[src/rtl/puf_pkg.sv]
// Shared types and widths for the PUF evaluation controller.
// Challenge/response widths, vote counter width and the controller state encoding.
package puf_pkg;

  localparam int unsigned CHAL_W     = 8;
  localparam int unsigned RESP_W     = 8;
  localparam int unsigned VOTE_CNT_W = 4;

  typedef enum logic [2:0] {
    StIdle,
    StPrst,
    StArm,
    StCapture,
    StGap,
    StVote,
    StResp
  } puf_eval_state_t;

endpackage

[src/rtl/puf_majority_vote.sv]
// Per-bit ones counters across repeated PUF evaluations.
// Produces the bitwise majority and an all-evaluations-agreed flag.
module puf_majority_vote #(
  parameter int unsigned NUM_EVAL = 5,
  parameter int unsigned RESP_W   = 8
) (
  input  logic              i_clk,
  input  logic              i_rst,
  input  logic              i_clr,
  input  logic              i_acc,
  input  logic [RESP_W-1:0] i_bits,
  output logic [RESP_W-1:0] o_majority,
  output logic              o_stable
);

  localparam int unsigned CntW = puf_pkg::VOTE_CNT_W;
  localparam logic [CntW-1:0] Half = CntW'(NUM_EVAL / 2);
  localparam logic [CntW-1:0] Full = CntW'(NUM_EVAL);

  logic [CntW-1:0] r_cnt [RESP_W];

  always_ff @(posedge i_clk or posedge i_rst) begin
    if (i_rst) begin
      for (int i = 0; i < RESP_W; i++) r_cnt[i] <= '0;
    end else if (i_clr) begin
      for (int i = 0; i < RESP_W; i++) r_cnt[i] <= '0;
    end else if (i_acc) begin
      for (int i = 0; i < RESP_W; i++) r_cnt[i] <= r_cnt[i] + {{(CntW-1){1'b0}}, i_bits[i]};
    end
  end

  always_comb begin
    o_majority = '0;
    o_stable   = 1'b1;
    for (int i = 0; i < RESP_W; i++) begin
      o_majority[i] = (r_cnt[i] > Half);
      if ((r_cnt[i] != '0) && (r_cnt[i] != Full)) o_stable = 1'b0;
    end
  end

endmodule

[src/rtl/puf_eval_ctrl.sv]
// PUF evaluation sequencer: reset the PUF, run it NUM_EVAL times on one challenge,
// then return the majority-voted response with stability and timeout flags.
module puf_eval_ctrl
  import puf_pkg::*;
#(
  parameter int unsigned NUM_EVAL   = 5,
  parameter int unsigned TIMEOUT    = 1024,
  parameter int unsigned RST_CYCLES = 4
) (
  input  logic              i_clk,
  input  logic              i_rst,
  input  logic              i_req_valid,
  output logic              o_req_ready,
  input  logic [CHAL_W-1:0] i_req_challenge,
  input  logic              i_req_orred,
  output logic              o_rsp_valid,
  input  logic              i_rsp_ready,
  output logic [RESP_W-1:0] o_rsp_data,
  output logic              o_rsp_stable,
  output logic              o_rsp_timeout,
  output logic              o_puf_enable,
  output logic [CHAL_W-1:0] o_puf_challenge,
  output logic              o_puf_orred,
  output logic              o_puf_reset,
  input  logic              i_puf_done,
  input  logic [RESP_W-1:0] i_puf_response
);

  localparam int unsigned TmoW = $clog2(TIMEOUT + 1);
  localparam int unsigned RstW = $clog2(RST_CYCLES + 1);
  localparam logic [TmoW-1:0] TmoLast = TmoW'(TIMEOUT - 1);
  localparam logic [RstW-1:0] RstLast = RstW'(RST_CYCLES - 1);
  localparam logic [VOTE_CNT_W-1:0] EvalNum = VOTE_CNT_W'(NUM_EVAL);

  puf_eval_state_t       r_state;
  logic [TmoW-1:0]       r_tmo;
  logic [RstW-1:0]       r_rst_cnt;
  logic [VOTE_CNT_W-1:0] r_eval_cnt;
  logic                  r_done_meta;
  logic                  r_done_s;
  logic                  r_req_ready;
  logic                  r_rsp_valid;
  logic [RESP_W-1:0]     r_rsp_data;
  logic                  r_rsp_stable;
  logic                  r_rsp_timeout;
  logic                  r_puf_enable;
  logic [CHAL_W-1:0]     r_puf_challenge;
  logic                  r_puf_orred;
  logic                  r_puf_reset;

  logic                  w_accept;
  logic                  w_capture;
  logic [RESP_W-1:0]     w_majority;
  logic                  w_stable;

  assign w_accept  = (r_state == StIdle) && i_req_valid && r_req_ready;
  assign w_capture = (r_state == StCapture);

  always_ff @(posedge i_clk or posedge i_rst) begin
    if (i_rst) begin
      r_done_meta <= 1'b0;
      r_done_s    <= 1'b0;
    end else begin
      r_done_meta <= i_puf_done;
      r_done_s    <= r_done_meta;
    end
  end

  puf_majority_vote #(
    .NUM_EVAL (NUM_EVAL),
    .RESP_W   (RESP_W)
  ) u_vote (
    .i_clk      (i_clk),
    .i_rst      (i_rst),
    .i_clr      (w_accept),
    .i_acc      (w_capture),
    .i_bits     (i_puf_response),
    .o_majority (w_majority),
    .o_stable   (w_stable)
  );

  always_ff @(posedge i_clk or posedge i_rst) begin
    if (i_rst) begin
      r_state         <= StIdle;
      r_tmo           <= '0;
      r_rst_cnt       <= '0;
      r_eval_cnt      <= '0;
      r_req_ready     <= 1'b1;
      r_rsp_valid     <= 1'b0;
      r_rsp_data      <= '0;
      r_rsp_stable    <= 1'b0;
      r_rsp_timeout   <= 1'b0;
      r_puf_enable    <= 1'b0;
      r_puf_challenge <= '0;
      r_puf_orred     <= 1'b0;
      r_puf_reset     <= 1'b0;
    end else begin
      unique case (r_state)
        StIdle: begin
          if (w_accept) begin
            r_puf_challenge <= i_req_challenge;
            r_puf_orred     <= i_req_orred;
            r_req_ready     <= 1'b0;
            r_puf_reset     <= 1'b1;
            r_rst_cnt       <= '0;
            r_eval_cnt      <= '0;
            r_state         <= StPrst;
          end
        end
        StPrst: begin
          if (r_rst_cnt == RstLast) begin
            r_puf_reset  <= 1'b0;
            r_puf_enable <= 1'b1;
            r_tmo        <= '0;
            r_state      <= StArm;
          end else begin
            r_rst_cnt <= r_rst_cnt + 1'b1;
          end
        end
        StArm: begin
          if (r_done_s) begin
            r_state <= StCapture;
          end else if (r_tmo == TmoLast) begin
            r_puf_enable  <= 1'b0;
            r_rsp_valid   <= 1'b1;
            r_rsp_data    <= '0;
            r_rsp_stable  <= 1'b0;
            r_rsp_timeout <= 1'b1;
            r_state       <= StResp;
          end else begin
            r_tmo <= r_tmo + 1'b1;
          end
        end
        StCapture: begin
          r_eval_cnt   <= r_eval_cnt + 1'b1;
          r_puf_enable <= 1'b0;
          r_tmo        <= '0;
          r_state      <= StGap;
        end
        StGap: begin
          if (!r_done_s) begin
            if (r_eval_cnt < EvalNum) begin
              r_puf_enable <= 1'b1;
              r_tmo        <= '0;
              r_state      <= StArm;
            end else begin
              r_state <= StVote;
            end
          end else if (r_tmo == TmoLast) begin
            r_rsp_valid   <= 1'b1;
            r_rsp_data    <= '0;
            r_rsp_stable  <= 1'b0;
            r_rsp_timeout <= 1'b1;
            r_state       <= StResp;
          end else begin
            r_tmo <= r_tmo + 1'b1;
          end
        end
        StVote: begin
          r_rsp_valid   <= 1'b1;
          r_rsp_data    <= w_majority;
          r_rsp_stable  <= w_stable;
          r_rsp_timeout <= 1'b0;
          r_state       <= StResp;
        end
        StResp: begin
          if (i_rsp_ready) begin
            r_rsp_valid <= 1'b0;
            r_req_ready <= 1'b1;
            r_state     <= StIdle;
          end
        end
        default: r_state <= StIdle;
      endcase
    end
  end

  assign o_req_ready     = r_req_ready;
  assign o_rsp_valid     = r_rsp_valid;
  assign o_rsp_data      = r_rsp_data;
  assign o_rsp_stable    = r_rsp_stable;
  assign o_rsp_timeout   = r_rsp_timeout;
  assign o_puf_enable    = r_puf_enable;
  assign o_puf_challenge = r_puf_challenge;
  assign o_puf_orred     = r_puf_orred;
  assign o_puf_reset     = r_puf_reset;

endmodule

[config.mk]
export PLATFORM = sky130hd
export DESIGN_NAME = puf_eval_ctrl
export DESIGN_NICKNAME = d
export VERILOG_FILES = /design/src/rtl/puf_pkg.sv /design/src/rtl/puf_majority_vote.sv /design/src/rtl/puf_eval_ctrl.sv
export SDC_FILE = /design/constraint.sdc
export NUM_CORES = 1
export LEC_CHECK = 0
export ABC_AREA = 1
export CAP_MARGIN = 10
export CORE_MARGIN = 5
export CORE_UTILIZATION = 61
export DETAILED_ROUTE_END_ITERATION = 10
export PLACE_DENSITY_LB_ADDON = 0.25
export RECOVER_POWER = 50
export SKIP_CTS_REPAIR_TIMING = 1
export SYNTH_ARGS = -nofsm -noshare
export SYNTH_HDL_FRONTEND = slang
export SYNTH_SLANG_ARGS = --single-unit
[constraint.sdc]
create_clock -name i_clk -period 4.53 [get_ports i_clk]
set_clock_uncertainty 0.2 [all_clocks]
set_input_delay 0.906 -clock i_clk [delete_from_list [all_inputs] [get_ports i_clk]]
set_output_delay 0.906 -clock i_clk [all_outputs]
set_load 0.005 [all_outputs]
# --- Yosys cells after proc, flatten, opt, wreduce, memory -nomap -nowiden ---
# Cells that the tools add are included.
op_classes:
  eq_ne: 26
  mux: 58
  n_addsub: 11
  reduce_logical: 36
  n_lt_le_gt_ge: 9
op_table:
  columns: ["operator", "n"]
  rows:
  - ["32-bit two-way mux", 2]
  - ["11-bit two-way mux", 5]
  - ["11-bit one-hot mux with 4 select lines", 1]
  - ["4-bit nonzero test", 10]
  - ["4-bit by 1-bit adder with 4-bit output", 8]
  - ["4-bit by 2-bit > comparator with 1-bit output, second input constant", 8]
  - ["4-bit by 3-bit != test with 1-bit output, second input constant", 8]
  - ["1-bit two-way mux", 27]
  - ["3-bit two-way mux", 9]
  - ["8-bit two-way mux", 3]
  - ["8-bit one-hot mux with 3 select lines", 1]
  - ["3-bit one-hot mux with 7 select lines", 1]
  - ["2-bit != test, second input constant", 8]
  - ["3-bit AND reduction", 5]
  - ["11-bit by 1-bit adder with 11-bit output, second input constant", 1]
  - ["11-bit by 10-bit equality test with 1-bit output, second input constant", 1]
  - ["1-bit logical AND", 10]
  - ["3-bit by 2-bit equality test with 1-bit output, second input constant", 3]
  - ["3-bit equality test, second input constant", 3]
  - ["1-bit one-hot mux with 4 select lines", 2]
  - ["4-bit one-hot mux with 2 select lines", 1]
  - ["4-bit AND reduction", 2]
  - ["2-bit nonzero test", 4]
  - ["1-bit one-hot mux with 3 select lines", 2]
  - ["13 further kinds", 15]
word_totals:
  reg_bits: 78
  output_inout_bits: 23

# --- Depth between registers and ports, before layout ---
# Gate-level depths: netlist of the first run.
logic_depth:
  word_depth: 11
  mapped_depth: 12
  ltp_nobuf: 12

# --- Modules after synthesis ---
# Synthesis of the first run repeated with hierarchy kept, for this count alone.
unflattened:
  cells_unflattened: 545
  hier_area_um2: 4339.2
modules_own_cells:
  columns: ["module", "cells_each", "area_per_inst_um2", "n_inst", "seq_area_each_um2"]
  rows:
  - ["puf_eval_ctrl", 325, 2474.9, 1, 1152.4]
  - ["puf_majority_vote", 220, 1864.3, 1, 800.8]

# --- Worst setup path after synthesis of the first run ---
# OpenSTA, ideal clock, no wires.
synth_path:
  path_type: "input to register"
  from: "input port i_puf_response[7]"
  to: "register u_vote.r_cnt[2] (netlist name)"
  arrival_ns: 1.542
  path_buffers: 0
  required_ns: 4.204
  setup_slack_ns: 2.662
  stages: 6
  cell_sequence: "ha_1 ha_1 inv_1 nor2_1 o21ai_0 a21oi_1"
synth_between:
  elab_chain_len: 3
synth_rtl:
  columns: ["element", "line", "source"]
  rows:
  - ["start, declared", "puf_eval_ctrl.sv:26", "input logic [RESP_W-1:0] i_puf_response"]
  - ["4-bit by 1-bit adder with 4-bit output", "puf_majority_vote.sv:28", "for (int i = 0; i < RESP_W; i++) r_cnt[i] <= r_cnt[i] + {{(CntW-1){1'b0}}, i_bits[i]};"]
  - ["32-bit two-way mux", "puf_majority_vote.sv:27", "end else if (i_acc) begin"]
  - ["32-bit two-way mux", "puf_majority_vote.sv:25", "end else if (i_clr) begin"]
  - ["end, declared", "puf_majority_vote.sv:20", "logic [CntW-1:0] r_cnt [RESP_W];"]
# Every way passes these cells. The select of a mux whose other input is x is not followed.
# A chain may end at the register's enable or synchronous reset.

# --- Worst setup path after layout of the first run ---
layout_path:
  from: "input port i_req_valid"
  to: "register u_vote.r_cnt[29] (netlist name)"
layout_between:
  elab_chain_len: 3
layout_rtl:
  columns: ["element", "line", "source"]
  rows:
  - ["start, declared", "puf_eval_ctrl.sv:12", "input logic i_req_valid,"]
  - ["1-bit logical AND * (2 in series)", "puf_eval_ctrl.sv:56", "assign w_accept = (r_state == StIdle) && i_req_valid && r_req_ready;"]
  - ["32-bit two-way mux or 2-bit nonzero test (tied branches)", null, null]
# Mark *: on every way between the ends. The rest lies on a longest branch, timed or not.

==> metrics.txt, run 1 <==
outcome finished, violations left; failing checks capacitance limit, slew limit; antenna viol nets, final 0; fin area 4823 um2; Synth area leader dfrtp_1; routed via count 3642; Die H roughly 93 um; DRC errors left 0; CP startpoint kind input pin; 1st-iter DRT viols 235; clock root buffer clkbuf_8; share of the synthesized area in the top cell type between 40% and 50%; min setup slack post-route 1.326 ns; fraction of registers with async set/reset 100.0%; largest cells by area after synthesis dfrtp_1 (46%), nand2_1 (14%), ha_1 (6.3%), inv_1 (5.2%), nand3_1 (5.2%); Worst EP required 4.53 ns; worst hold endpoint r_done_s; Die Area 8560 um2; gr ovfl total 0; layout cell share with drive strength beyond 1 5.354%; Worst VDD drop just over 300 uV; Boundary Pins 45; endpoints failing setup 0; input/output buffers 44; core area 6719 um2; Worst Tran Pin Value 1.509 ns; Gate Count Post-Synth 530; FF-to-FF setup slack 1.33 ns; Worst Hold Class flip-flop to flip-flop; Chip Width ~90 um; Ant. Diodes 0; Synthesized Nets 573; Tot GR Track Use 23.57%; post-synthesis area per instance just under 8 um2; Max Slew Vio Count 28; number of enable flip-flop cells after synthesis 0; dpl hpwl 6.613 mm; DR pass1 iterations 5; clock tree buffer depth 2; critical path arrival 3.20 ns; Top FF cell, synth dfrtp_1; worst relative slew slack -0.6098%; Synth cell types 31; average routed wire per standard cell 14.24 um; nets between 600 and 700; setup TNS 0 ns; RSZ-0062 raised after global routing no; placed cell area ~4600 um2; Layout Cells excl Fill 659; most frequent cells after synthesis nand2_1 (157), dfrtp_1 (77), inv_1 (58); Final Power 2.907 mW; worst r2r src r_state[1]; H-tree levels 3; DR vias/cell ~5.5; Tmin final 3.204 ns; CP Capture Type flip-flop; area grow syn2layout 16.11%; static leakage 2.403 nW; PwrDens 602.7 nW/um2; Yosys reg bits 78; placement-stage worst setup slack 1.655 ns; Worst Path Max Fanout 27; Initial Utilization 61.82%; final hold vios 0; vias in the first global route 3424; Clock Latency Late Sink 0.35 ns; fmax 312.1 MHz; RR Endpoint u_vote.r_cnt[29]; total wire length 9.381 mm; Sink Count 78; Max-Cap Viols 1; Crit Path Class input pin to flip-flop; count leader, synth nand2_1; Placer Congestion around 0.90; min-delay src r_done_meta; first-pass GRT wire length 16.03 mm; synthesized area 4154 um2; total CTS buffers 9; r2r worst-path depth 6; Seq/Total Area, Yosys 47.02%; synthesis warning total 0; Inst Count DP 643; Clock transition at path regs 0.08 ns; largest net degree at the start of global routing 47; TritonCTS clock tree built; Cell Rows 30; hold path cells 0; initial antenna violation count 0; fin crit share 70.73%
cell usage in the layout, fill, tap and decap left out, types with 5 or more instances in the layout:
master,instances
o211ai_1,6
a21oi_1,12
o21ai_0,29
o21ai_1,9
nor2_1,53
nor3_1,11
nand2_1,157
inv_1,59
o22ai_1,7
inv_2,5
nand3_1,44
ha_1,21
clkdlybuf4s50_1,42
dfrtp_1,77
clkbuf_8,10
cell families (layout without fill, tap and decap cells):
logic type               count (synthesis)  in the layout  share of synthesized area [%]
AO/OA/AOI/OAI                           65             65                          8.524
XOR/XNOR                                 7              7                          1.476
adder cells (fa/ha/maj)                 21             21                          6.325
buffers and inverters                   77            126                          7.651
flip-flops                              78             78                          47.02
AND/OR/NAND/NOR                        282            282                          29.01
sequential cells by signal, indices dropped and copies added (netlist names):
name,flops
o_rsp_stable,1
o_rsp_data,8
r_tmo,11
o_rsp_timeout,1
r_eval_cnt,4
u_vote.r_cnt,32
o_puf_reset,1
r_rst_cnt,3
o_puf_enable,1
r_state,3
r_done_s,1
o_rsp_valid,1
r_done_meta,1
o_puf_orred,1
o_req_ready,1
o_puf_challenge,8
layout make-up:
cell class                 count  area (um2)
clock buffer                  12       145.1
clock inverter                 4       70.07
fill                         501        1896
inverter                      64       240.2
multi-input combinational    375        1863
sequential                    78        1953
tap                           80       100.1
timing repair buffer          46       451.7
worst max-delay path by stage:
stage,end,start,slack [ns]
after global routing,u_vote.r_cnt[17],r_state[1],1.03
after global placement,r_eval_cnt[2],i_req_valid,1.71
after CTS,o_req_ready,o_req_ready,1.97
after floorplan,o_puf_challenge[0],i_rst,1.43
after detailed placement,u_vote.r_cnt[0],i_req_valid,1.65
final,u_vote.r_cnt[29],i_req_valid,1.33
report_power, final:
group / total (mW) / leakage, nW / switching (mW) / internal [mW]
Combinational: 1.20 / 1.26 / 0.712 / 0.487
Clock: 0.574 / 0.110 / 0.250 / 0.324
Sequential: 1.13 / 1.03 / 0.201 / 0.932
per-stage QoR:
stage / hold slack [ns] / util [%]
after floorplan: 0.1312 / -
final: 0.1658 / 71.79
after detailed placement: 0.1515 / 68.94
after global placement: 0.1320 / 68.94
after CTS: 0.1669 / 72.14
after global routing: 0.1723 / 71.79
critical path, cell delays in order:
cell             delay (ns)
clkdlybuf4s50_1        0.45
nand3_1                0.72
nand2_1                0.93
o21ai_0                0.19
layer usage:
metal	vias up	track usage, %	routed length [um]
li1	1794	-	-
met1	1716	32.41	4326
met2	120	36.62	4358
met3	12	6.011	585
met4	0	7.673	110
met5	-	0	0
Note: power is estimated with default switching activity, not from simulation.
==> run 2: changes to the inputs <==
--- a/config.mk
+++ b/config.mk
@@ -8,7 +8,7 @@
 export ABC_AREA = 1
 export CAP_MARGIN = 10
 export CORE_MARGIN = 5
-export CORE_UTILIZATION = 61
+export CORE_UTILIZATION = 57
 export DETAILED_ROUTE_END_ITERATION = 10
 export PLACE_DENSITY_LB_ADDON = 0.25
 export RECOVER_POWER = 50
==> constraint.sdc (replaced) <==
create_clock -name i_clk -period 3.02 [get_ports i_clk]
set_clock_uncertainty 0.2 [all_clocks]
set_input_delay 0.604 -clock i_clk [delete_from_list [all_inputs] [get_ports i_clk]]
set_output_delay 0.604 -clock i_clk [all_outputs]
set_load 0.005 [all_outputs]
==> metrics.txt, run 2 (same netlist as run 1, synthesis figures left out) <==
Clock transition at path regs 0.08 ns (about the same); slowest cell on the critical path dfstp_2; Util after Layout 67.78% (-4.0 points); DRC errors left 0 (unchanged); Tot GR Track Use 22.77% (-0.80 points); fin area 4863 um2 (+0.83%); DR vias/cell 5.304 (-4.0%); clock root buffer clkbuf_8; Die Area 9094 um2 (+6.2%); nets 620 (+0.49%); antenna viol nets, final 0 (unchanged); placement-stage worst setup slack 0.7368 ns (-0.9177 ns); Clock Latency Late Sink 0.36 ns (about the same); max reg flops 32 (unchanged); H-tree levels 3 (unchanged); Worst path max stage delay 0.57 ns (-0.36 ns); routed via count 3612 (-0.82%); placed cell area 4691 um2 (+1.3%); area grow syn2layout 17.08%; Chip Width 95.37 um (+3.1%); total wire length 9.273 mm (-1.2%); average routed wire per standard cell 13.62 um (-4.3%); Worst Tran Pin Value 0.9344 ns (-0.5748 ns); gr ovfl total 0 (unchanged); Most flops, register u_vote.r_cnt; clock tree buffer depth 2 (unchanged); first-pass GRT wire length 16.32 mm (+1.8%); layout cell share with drive strength beyond 1 6.357% (+1.0 points); initial antenna violation count 0 (unchanged); WL met1 4.413 mm (+2.0%); PwrDens 868.0 nW/um2 (+44%); Initial Utilization 57.89% (-3.9 points); Placer Congestion 0.8787 (-2.9%); critical path arrival 1.43 ns (-1.77 ns); input/output buffers 44 (unchanged); Layout Cells excl Fill 681 (+3.3%); final hold vios 0 (unchanged); fin crit share 74.05%; Largest regs u_vote.r_cnt: 32 flops, r_tmo: 11 flops; core area 7176 um2 (+6.8%); commonest cells after routing, fill and taps aside nand2_1 (157), dfrtp_1 (77), inv_1 (59), nor2_1 (52), nand3_1 (43); Crit Path Class flip-flop to output port; Max-Cap Viols 0 (-1); Buffers & Inverters on Critical Path 1 (unchanged); DR top layer met4; Sink Count 78 (unchanged); RSZ-0062 raised after global routing no; delay-heaviest family, CP flip-flops; CP Capture Type output port; commonest non-fill, non-tap cell in the layout nand2_1; Max Slew Vio Count 0 (-100%); outcome complete, no violations; vias in the first global route 3543 (+3.5%); wire length on met2 4.215 mm (-3.3%); total CTS buffers 9 (unchanged); Worst EP required 2.22 ns (-2.31 ns); Worst Hold Class flip-flop to flip-flop; fmax between 400 and 500 MHz; static leakage 2.392 nW (-0.47%); 1st-iter DRT viols 195 (-17%); Tmin final about 2.2 ns; endpoints failing setup 0 (unchanged); worst relative slew slack 37.64% (+38 points); min setup slack post-route 0.7837 ns (-0.5424 ns); met3 wire length 536 um (-8.4%); setup TNS 0 ns (unchanged); worst-path cell chain clkdlybuf4s50_1; Final Power 4.222 mW (+45%); largest net degree at the start of global routing 45 (-4.3%); dpl hpwl 6.832 mm (+3.3%); Worst Path Max Fanout 3 (-89%); Cell Rows 31 (+3.3%); Worst VDD drop 502.8 uV (+65%); Die H 95.37 um (+3.1%); Boundary Pins 45 (unchanged); TritonCTS clock tree built; Ant. Diodes 0 (unchanged); CP startpoint kind flip-flop; Hold Slack 0.1966 ns (+0.03083 ns); Inst Count DP 665 (+3.4%); DR pass1 iterations 4 (-1)
==> run 2: changes by cell type in the layout (fill, tap and decap cells not counted), sizes merged <==
| cell | change |
|---|---|
| bufinv | -2 |
| clkinv | -1 |
| buf | +3 |
| clkinvlp | +4 |
| clkbuf | -1 |
==> run 2: power breakdown <==
part / switching, mW / internal [mW]
Clock: 0.395 / 0.319
Sequential: 0.289 / 1.40
Combinational: 1.07 / 0.755
==> run 2: path summary, 6_finish.rpt <==
path / endpoint / cells after the start / from / slack (ns)
worst max-delay path: o_req_ready / 1 / o_req_ready / 0.78
worst min register to register: r_done_s / 0 / r_done_meta / 0.20
worst min-delay path: r_done_s / 0 / r_done_meta / 0.20
worst max register to register: r_eval_cnt[2] / 9 / r_state[1] / 0.79
max in group asynchronous: r_tmo[4] / 3 / i_rst / 0.81
min in group asynchronous: o_puf_challenge[1] / 2 / i_rst / 0.69
==> run 2: metal layers <==
layer	track usage, %	up-vias
met1	31.62	1712
met2	35.51	95
li1	-	1793
met4	7.572	0
met3	4.893	12
met5	0	-
==> run 2: area by class of cell <==
type	instances	area (um2)
fill	603	2312
clock buffer	11	141.4
multi-input combinational	375	1883
clock inverter	5	35.03
inverter	64	240.2
timing repair buffer	49	486.7
sequential	78	1953
tap	99	123.9
==> run 3: changes to the inputs <==
--- a/config.mk
+++ b/config.mk
@@ -8,7 +8,7 @@
 export ABC_AREA = 1
 export CAP_MARGIN = 10
 export CORE_MARGIN = 5
-export CORE_UTILIZATION = 57
+export CORE_UTILIZATION = 51
 export DETAILED_ROUTE_END_ITERATION = 10
 export PLACE_DENSITY_LB_ADDON = 0.25
 export RECOVER_POWER = 50
==> constraint.sdc (replaced) <==
create_clock -name i_clk -period 1.9 [get_ports i_clk]
set_clock_uncertainty 0.2 [all_clocks]
set_input_delay 0.38 -clock i_clk [delete_from_list [all_inputs] [get_ports i_clk]]
set_output_delay 0.38 -clock i_clk [all_outputs]
set_load 0.005 [all_outputs]
==> metrics.txt, run 3 (same netlist as run 1, synthesis figures left out) <==
Ant. Diodes 0 (unchanged); TritonCTS clock tree built; dpl hpwl 6.739 mm (-1.4%); 1st-iter DRT viols 180 (-7.7%); slowest cell on the critical path clkdlybuf4s50_1; Cell Rows 33 (+6.5%); Boundary Pins 45 (unchanged); final hold vios 0 (unchanged); nets 636 (+2.6%); gr ovfl total 0 (unchanged); placed cell area 4830 um2 (+3.0%); critical path arrival 1.24 ns (-0.19 ns); Die H 100.3 um (+5.1%); Most flops, register u_vote.r_cnt; fin crit share 95.57%; first-pass GRT wire length 16.22 mm (-0.59%); commonest non-fill, non-tap cell in the layout nand2_1; PwrDens 1482 nW/um2 (+71%); CP startpoint kind flip-flop; min-delay src r_done_meta; r2r worst-path depth 8 (-1); fin area 5145 um2 (+5.8%); core area 8093 um2 (+13%); Hold Slack 0.1616 ns (-0.03497 ns); outcome complete, no violations; worst relative slew slack 45.82% (+8.2 points); Tmin final 1.816 ns; clock tree buffer depth 2 (unchanged); Die Area 10050 um2 (+11%); RR Endpoint o_rsp_data[1]; CP Capture Type output port; DRC errors left 0 (unchanged); Tot GR Track Use 20.04% (-2.7 points); DR vias/cell 5.199 (-2.0%); Worst path max stage delay 0.52 ns (-0.05 ns); max reg flops 32 (unchanged); Max-Cap Viols 0 (unchanged); Placer Congestion 0.9706 (+10%); DR pass1 iterations 5 (+1); Buffers & Inverters on Critical Path 1 (unchanged); Worst EP required 1.32 ns (-0.90 ns); H-tree levels 3 (unchanged); Clock Latency Late Sink 0.36 ns (about the same); Largest regs u_vote.r_cnt: 32 flops, r_tmo: 11 flops; delay-heaviest family, CP buffers and inverters; Clock transition at path regs 0.08 ns (about the same); Worst Tran Pin Value 0.8127 ns (-0.1217 ns); Chip Width 100.3 um (+5.1%); Max Slew Vio Count 0 (unchanged); commonest cells after routing, fill and taps aside nand2_1 (156), dfrtp_1 (77), inv_1 (56), nor2_1 (49); total wire length 9.480 mm (+2.2%); endpoints failing setup 0 (unchanged); largest net degree at the start of global routing 46 (+2.2%); layout cell share with drive strength beyond 1 10.70% (+4.3 points); initial antenna violation count 0 (unchanged); clock root buffer clkbuf_8; setup TNS 0 ns (unchanged); vias in the first global route 3547 (+0.11%); Crit Path Class flip-flop to output port; static leakage 2.544 nW (+6.3%); hold path cells 0 (unchanged); average routed wire per standard cell 13.49 um (-0.97%); Sink Count 78 (unchanged); Initial Utilization 51.33% (-6.6 points); worst r2r src r_state[0]; total CTS buffers 9 (unchanged); input/output buffers 44 (unchanged); fmax roughly 550 MHz; Worst Path Max Fanout 2 (-1); Worst Hold Class flip-flop to flip-flop; antenna viol nets, final 0 (unchanged); worst-path cell chain clkdlybuf4s50_1; Critical path origin o_puf_challenge[4]; worst hold endpoint r_done_s; Worst VDD drop 824.1 uV (+64%); area grow syn2layout 23.86%; FF-to-FF setup slack 0.12 ns (-0.67 ns); routed via count 3655 (+1.2%)
[run 3: cell count changes in the layout (fill, tap and decap cells not counted), sizes merged]
cell and change:
buf +15, bufinv +5, clkinvlp -2, clkdlybuf4s50 -1
clkinv -1, dlymetal6s2s +1, inv -1
[run 3: where the power goes]
group / internal, mW / switching (mW)
sequential: 2.22 / 0.460
clock: 1.14 / 0.618
combinational: 1.42 / 1.77
[run 3: area by class of cell]
class	instances	area, um2
clock buffers	10	127.6
repair buffers	65	623.1
well taps	105	131.4
multi-input cells	375	1911
clock inverters	6	157.7
fillers	716	2948
flip-flops and latches	78	1953
inverters	64	241.5
[run 3: worst max path at each step]
stage / depth (start not counted) / end / slack [ns]
floorplan: 10 / r_tmo[7] / 0.22
global route: 8 / o_rsp_data[7] / -0.03
detailed placement: 7 / u_vote.r_cnt[2] / 0.05
global placement: 7 / u_vote.r_cnt[2] / 0.08
CTS: 1 / o_req_ready / -0.16
finish: 1 / o_puf_challenge[4] / 0.08
[run 3: stage by stage]
step | cells | setup WS [ns] | total power [mW] | utilization, %
6_report | 703 | 0.08420 | 7.623 | 63.57
5_1_grt | 703 | -0.02640 | 8.194 | 63.57
4_1_cts | 699 | -0.1552 | 7.585 | 63.20
3_5_place_dp | 683 | 0.04754 | 5.782 | 59.68
3_3_place_gp | 683 | 0.07607 | 5.679 | 59.68
2_1_floorplan | 530 | 0.2232 | 4.568 | -
[run 3: metal layers]
metal / vias up / wire length [um] / GRT usage [%] / share of wire [%]
met5: - / 0 / 0 / 0
met3: 13 / 632 / 6.115 / 6.7
met1: 1706 / 4421 / 27.55 / 47
met2: 109 / 4324 / 30.58 / 46
met4: 0 / 102 / 6.114 / 1.1
li1: 1827 / - / - / -
